File: src/rtl/sd_pkg.sv
// Shared definitions for the sigma-delta DAC modulator.
//   DataWDefault / AccWDefault : default sample and integrator widths.
//   FsDefault                  : full-scale magnitude for the default width.
//   acc_t                      : integrator type at the default width.
//   fs_of()                    : full scale 2^(data_w-1) for any sample width.
//   sat_add()                  : signed add clamped to a signed 'width'-bit range.
package sd_pkg;

  localparam int unsigned DataWDefault = 16;
  localparam int unsigned AccWDefault  = DataWDefault + 6;

  typedef logic signed [63:0]              wide_t;
  typedef logic signed [AccWDefault-1:0]   acc_t;

  localparam wide_t FsDefault = 64'sd1 <<< (DataWDefault - 1);

  function automatic wide_t fs_of(input int unsigned data_w);
    return 64'sd1 <<< (data_w - 1);
  endfunction

  // Operands are far narrower than 64 bits, so the wide sum itself never wraps.
  function automatic wide_t sat_add(input wide_t a, input wide_t b, input int unsigned width);
    wide_t sum;
    wide_t hi;
    wide_t lo;
    sum = a + b;
    hi  = (64'sd1 <<< (width - 1)) - 64'sd1;
    lo  = -(64'sd1 <<< (width - 1));
    if (sum > hi) begin
      return hi;
    end
    if (sum < lo) begin
      return lo;
    end
    return sum;
  endfunction

endpackage

File: src/rtl/sd_mod2_core.sv
// Second-order CIFB delta-sigma core: two saturating integrators, a 1-bit
// quantizer and +/-FS feedback.
//   clk_i, rst_ni : clock, async active-low reset
//   step_i        : advance the loop by one bit period
//   clear_i       : zero both integrators (idle)
//   toggle_i      : invert the output bit (idle 1010 pattern)
//   x_i           : signed input sample
//   bs_o          : registered output bit, 1 = +FS, 0 = -FS
module sd_mod2_core
  import sd_pkg::*;
#(
  parameter int unsigned DATA_W = DataWDefault,
  parameter int unsigned ACC_W  = AccWDefault
) (
  input  logic                     clk_i,
  input  logic                     rst_ni,
  input  logic                     step_i,
  input  logic                     clear_i,
  input  logic                     toggle_i,
  input  logic signed [DATA_W-1:0] x_i,
  output logic                     bs_o
);

  localparam wide_t Fs = fs_of(DATA_W);

  logic signed [ACC_W-1:0] i1_q, i1_d;
  logic signed [ACC_W-1:0] i2_q, i2_d;
  logic                    bs_q, bs_d;
  wide_t                   x_w, fb, s1, s2;

  always_comb begin
    x_w  = wide_t'(x_i);
    fb   = bs_q ? Fs : -Fs;
    s1   = sat_add(wide_t'(i1_q), x_w - fb, ACC_W);
    // Second integrator is fed from the already-updated first integrator.
    s2   = sat_add(wide_t'(i2_q), s1 - fb, ACC_W);
    i1_d = i1_q;
    i2_d = i2_q;
    bs_d = bs_q;
    if (clear_i) begin
      i1_d = '0;
      i2_d = '0;
    end else if (step_i) begin
      i1_d = ACC_W'(s1);
      i2_d = ACC_W'(s2);
      bs_d = (s2 >= 64'sd0);
    end
    if (toggle_i) begin
      bs_d = ~bs_q;
    end
  end

  always_ff @(posedge clk_i or negedge rst_ni) begin
    if (!rst_ni) begin
      i1_q <= '0;
      i2_q <= '0;
      bs_q <= 1'b0;
    end else begin
      i1_q <= i1_d;
      i2_q <= i2_d;
      bs_q <= bs_d;
    end
  end

  assign bs_o = bs_q;

endmodule

File: src/rtl/sd_dac_modulator.sv
// Sigma-delta DAC front end: one-entry sample buffer, OSR phase counter,
// underrun flag and the second-order modulator core.
//   clk_i, rst_ni    : clock, async active-low reset
//   ce_i             : bit-rate tick
//   en_i             : run enable (0 = idle, zero-mean 1010 output)
//   din_i            : signed PCM sample, din_valid_i / din_ready_o handshake
//   bs_o             : 1-bit output stream
//   frame_start_o    : pulse on the tick where a frame begins
//   underrun_o       : sticky, set when a frame begins with no buffered sample
//   clr_underrun_i   : synchronous clear of underrun_o (wins over set)
module sd_dac_modulator
  import sd_pkg::*;
#(
  parameter int unsigned DATA_W = DataWDefault,
  parameter int unsigned OSR    = 64,
  parameter int unsigned ACC_W  = DATA_W + 6
) (
  input  logic                     clk_i,
  input  logic                     rst_ni,
  input  logic                     ce_i,
  input  logic                     en_i,
  input  logic signed [DATA_W-1:0] din_i,
  input  logic                     din_valid_i,
  output logic                     din_ready_o,
  output logic                     bs_o,
  output logic                     frame_start_o,
  output logic                     underrun_o,
  input  logic                     clr_underrun_i
);

  localparam int unsigned PhW = (OSR > 1) ? $clog2(OSR) : 1;

  logic [PhW-1:0]           ph_q, ph_d;
  logic                     buf_full_q, buf_full_d;
  logic signed [DATA_W-1:0] nxt_q, nxt_d;
  logic signed [DATA_W-1:0] cur_q, cur_d;
  logic                     underrun_q, underrun_d;
  logic                     run, boundary, accept;

  assign run      = ce_i & en_i;
  assign boundary = run & (ph_q == '0);
  assign accept   = din_valid_i & ~buf_full_q;

  always_comb begin
    buf_full_d = buf_full_q;
    nxt_d      = nxt_q;
    cur_d      = cur_q;
    underrun_d = underrun_q;
    ph_d       = ph_q;

    if (boundary) begin
      if (buf_full_q) begin
        cur_d      = nxt_q;
        buf_full_d = 1'b0;
      end else begin
        underrun_d = 1'b1;
      end
    end
    // Accept only happens with an empty buffer, so it never races the load above.
    if (accept) begin
      nxt_d      = din_i;
      buf_full_d = 1'b1;
    end
    if (clr_underrun_i) begin
      underrun_d = 1'b0;
    end

    if (!en_i) begin
      ph_d = '0;
    end else if (ce_i) begin
      ph_d = (ph_q == PhW'(OSR - 1)) ? '0 : ph_q + PhW'(1);
    end
  end

  always_ff @(posedge clk_i or negedge rst_ni) begin
    if (!rst_ni) begin
      ph_q       <= '0;
      buf_full_q <= 1'b0;
      nxt_q      <= '0;
      cur_q      <= '0;
      underrun_q <= 1'b0;
    end else begin
      ph_q       <= ph_d;
      buf_full_q <= buf_full_d;
      nxt_q      <= nxt_d;
      cur_q      <= cur_d;
      underrun_q <= underrun_d;
    end
  end

  // cur_d feeds the core so a freshly loaded sample is used on its load tick.
  sd_mod2_core #(
    .DATA_W (DATA_W),
    .ACC_W  (ACC_W)
  ) u_core (
    .clk_i    (clk_i),
    .rst_ni   (rst_ni),
    .step_i   (run),
    .clear_i  (~en_i),
    .toggle_i (ce_i & ~en_i),
    .x_i      (cur_d),
    .bs_o     (bs_o)
  );

  assign din_ready_o   = ~buf_full_q;
  assign frame_start_o = boundary;
  assign underrun_o    = underrun_q;

endmodule
File: config.mk
export PLATFORM = sky130hd
export DESIGN_NAME = sd_dac_modulator
export DESIGN_NICKNAME = d
export VERILOG_FILES = /design/src/rtl/sd_pkg.sv /design/src/rtl/sd_mod2_core.sv /design/src/rtl/sd_dac_modulator.sv
export SDC_FILE = /design/constraint.sdc
export NUM_CORES = 1
export LEC_CHECK = 0
export BUFFER_PORTS_ARGS = -buffer_cell sky130_fd_sc_hd__buf_2
export CAP_MARGIN = 10
export CORE_MARGIN = 1
export CORE_UTILIZATION = 50
export CTS_BUF_LIST = sky130_fd_sc_hd__clkbuf_4 sky130_fd_sc_hd__clkbuf_8
export CTS_CLUSTER_DIAMETER = 120
export DETAILED_ROUTE_END_ITERATION = 8
export PLACE_DENSITY = 0.73
export REMOVE_ABC_BUFFERS = 1
export SYNTH_ARGS = -nofsm -noshare
export SYNTH_HDL_FRONTEND = slang
export SYNTH_SLANG_ARGS = --single-unit
File: constraint.sdc
create_clock -name clk_i -period 15.39 [get_ports clk_i]
set_input_delay 1.539 -clock clk_i [delete_from_list [all_inputs] [get_ports clk_i]]
set_output_delay 1.539 -clock clk_i [all_outputs]
set_load 0.005 [all_outputs]
==> impl_results.md <==
- Fin worst setup slack: between 1000 and 1500 ps
- Slew @ Worst Pin: roughly 1000 ps
- CP endpoint kind: flip-flop
- Post-synth top cells: inv_1 (159), a21oi_1 (153), nor2_1 (126)
- Clock Skews: between 10 and 15 ps
- Peak fanout along the critical path: 26
- FF-to-FF path depth: a little over 40
- Residual DRC count: 2
- HP Class: reg2reg
- Postcts setup bufs: 0
- Root buf cell: clkbuf_8
- Max stage delay on crit path: 990 ps
- Pre-CTS setup slack: ~1100 ps
- Antenna diode count: 0
- Fin. Hold Viols: 0
- Area Overhead vs Synth: 4.43%
- # resized after CTS: 0
- Placer Congestion: just over 1
- Unique masters post-synth: between 70 and 80
- Synthesis-stage register bit count: 85
- Vias in the first global route: around 9800
- CP dominant cell by count: a21oi_1
- Global-route wire length before repair: between 40000 and 50000 um
- Synth Instances: 1395
- Die ar.: roughly 0.023 mm2
- Initial antenna violation count: 0
- Hold depth: 2
- Slew Limit Fails: 0
- Min-delay src: cur_q[9]
- WHS Endpoint: cur_q[9]
- Slew HR: a little under a third
- CP Class: in2reg
- Starting Density: 51.5%
- Failing checks: DRC
- Hold_buf cts: 0
- Top Ports: 26
- Post-synthesis sequential area ratio: a little under a fifth
- Synth top area share: around a fifth
- CTS tree: built
- Synth Flop Type: dfrtp_1
- Worst Path Required: 15600 ps
- Max Fclk: between 70 and 80 MHz
- CP startpoint kind: input pin
- Vias/cell: 6.08
- Via Count: about 10000
- Drt total wl: 29100 um
- Die Ht: 153 um
- Placed Instance Area: 0.0117 mm2
- Die X: 153 um
- Syn avg cell area: roughly 8.1 um2
- Critical-path top delay cell: fa_1
- Synth Cell Area: between 0.01 and 0.015 mm2
- Synth area leaders: dfrtp_1 (19%), ha_1 (13%), fa_1 (11%)
- Final setup violation count: 0
- Post-layout min period: approximately 14000 ps
- Post-layout util: 53.8%
- Count leader, synth: inv_1
- Row count: 54
- Proportion of layout cells with a drive suffix above 1: around 6.5%
- Largest net degree at the start of global routing: 63
- Port buffer count: 25
- R2r setup slk: between 2000 and 3000 ps
- Hpwl dp: between 20000 and 25000 um
- Clk_lat worst skew: between 300 and 400 ps
- RSZ-0062 raised after global routing: no
- Worst R2R End: u_core.i2_q[17]
- Max Root-Sink Buffers: 2
- Core ar.: 0.0220 mm2
- 1st-pass router iterations: 9
- Data arrival, critical path: ~14000 ps
- Worst-path clk slew: ~90 ps
- CTS HTree Levels: 3
- Worst reg2reg path startpoint: ph_q[0]
- Share of synthesized registers carrying an async set or reset: 100%
- Max-cap violation count: 0
- Gr ovfl total: 0
- CTS Buf Count: 9
- DRT antenna net count: 0
- Yosys warning count: 0
- Fin Setup TNS: 0 ps
- Post-synth EDFFs: 0
- Fin area: 0.0118 mm2
- Total track usage: 25.7%
- Nets: ~1600
- Average wire per standard cell: ~17 um
- Run status: complete, but fails checks
- Yosys top cell by area: dfrtp_1
- Clock sinks: 85
- DR iter-0 viols: ~940
- Final Cycle Share: roughly 91%
[kinds of logic (layout without fill, tap and decap cells)]
| group | Yosys count | after routing | synth area share (%) |
|---|---|---|---|
| compound gates | 432 | 432 | 24.4 |
| xor+xnor | 75 | 75 | 5.79 |
| fa+ha+maj | 183 | 183 | 24.4 |
| buf+inv | 219 | 209 | 7.40 |
| flops | 85 | 85 | 18.7 |
| mux | 33 | 33 | 3.12 |
| simple gates | 368 | 368 | 16.1 |
[cell usage in the layout (no fill, tap or decap), types with 12 or more instances in the layout]
cell      synthesis  layout
inv_1           159     159
a21oi_1         153     153
nor2_1          126     125
ha_1            120     120
dfrtp_1          85      83
o21ai_0          77      77
nand2_1          74      74
fa_1             63      63
a21o_1           47      47
xnor2_1          47      47
nand4_1          30      30
xor2_1           28      28
nor3_1           25      25
a211oi_1         24      24
buf_2             2      24
mux2_2           19      19
o21a_1           18      18
a221oi_1         18      18
nand2b_1         16      16
and3_1           15      15
nand3_1          15      15
o211ai_1         15      15
mux2i_1          14      14
o21bai_1         14      14
nor4_1           13      13
nor2b_1          12      12
[registers in the layout, indices dropped and copies added, names as in the netlist]
register / count
u_core.i2_q: 22
u_core.bs_o: 1
cur_q: 16
nxt_q: 16
u_core.i1_q: 22
underrun_o: 1
buf_full_q: 1
ph_q: 6
[metal layers]
metal / part of all wire [%] / up-vias / global-route usage (%)
met4: 1.4 / 0 / 5.24
met3: 5.1 / 35 / 3.27
met1: 50 / 4874 / 38.6
li1: - / 4911 / -
met2: 43 / 298 / 39.1
met5: 0 / - / 0
[metrics by stage]
step                      hold WS [ps]  instances
after global routing               525       1665
after floorplan                    457       1337
after global placement             472       1649
after CTS                          506       1665
after detailed placement           486       1649
final                              502       1665
[how the worst max path moves through the flow]
stage	slack, ps	depth (start not counted)	endpoint	start
2_1_floorplan	2170	33	u_core.i2_q[12]	u_core.bs_o
3_3_place_gp	1510	42	u_core.i2_q[20]	en_i
3_5_place_dp	1120	42	u_core.i2_q[17]	en_i
4_1_cts	1530	42	u_core.i2_q[17]	en_i
5_1_grt	440	42	u_core.i2_q[17]	en_i
6_report	1420	42	u_core.i2_q[17]	en_i
[critical path, delay by kind of cell]
kind | cells | cell delay (ps)
AO/OA/AOI/OAI | 18 | 4240
adder cells (fa/ha/maj) | 7 | 3930
AND/OR/NAND/NOR | 9 | 2170
buffers and inverters | 6 | 1640
multiplexers | 1 | 470
XOR/XNOR | 1 | 160
[final cells by class]
type,instances,area [um2]
Tap cell,280,350
Timing Repair Buffer,32,180
Clock buffer,11,151
Multi-Input combinational cell,1091,8390
Clock inverter,5,43.8
Inverter,161,604
Sequential cell,85,2130
Fill cell,2094,10200
Power is left out: the tool's default activity adds up to more than one toggle a clock period on the data nets, which glitch-free logic cannot reach.
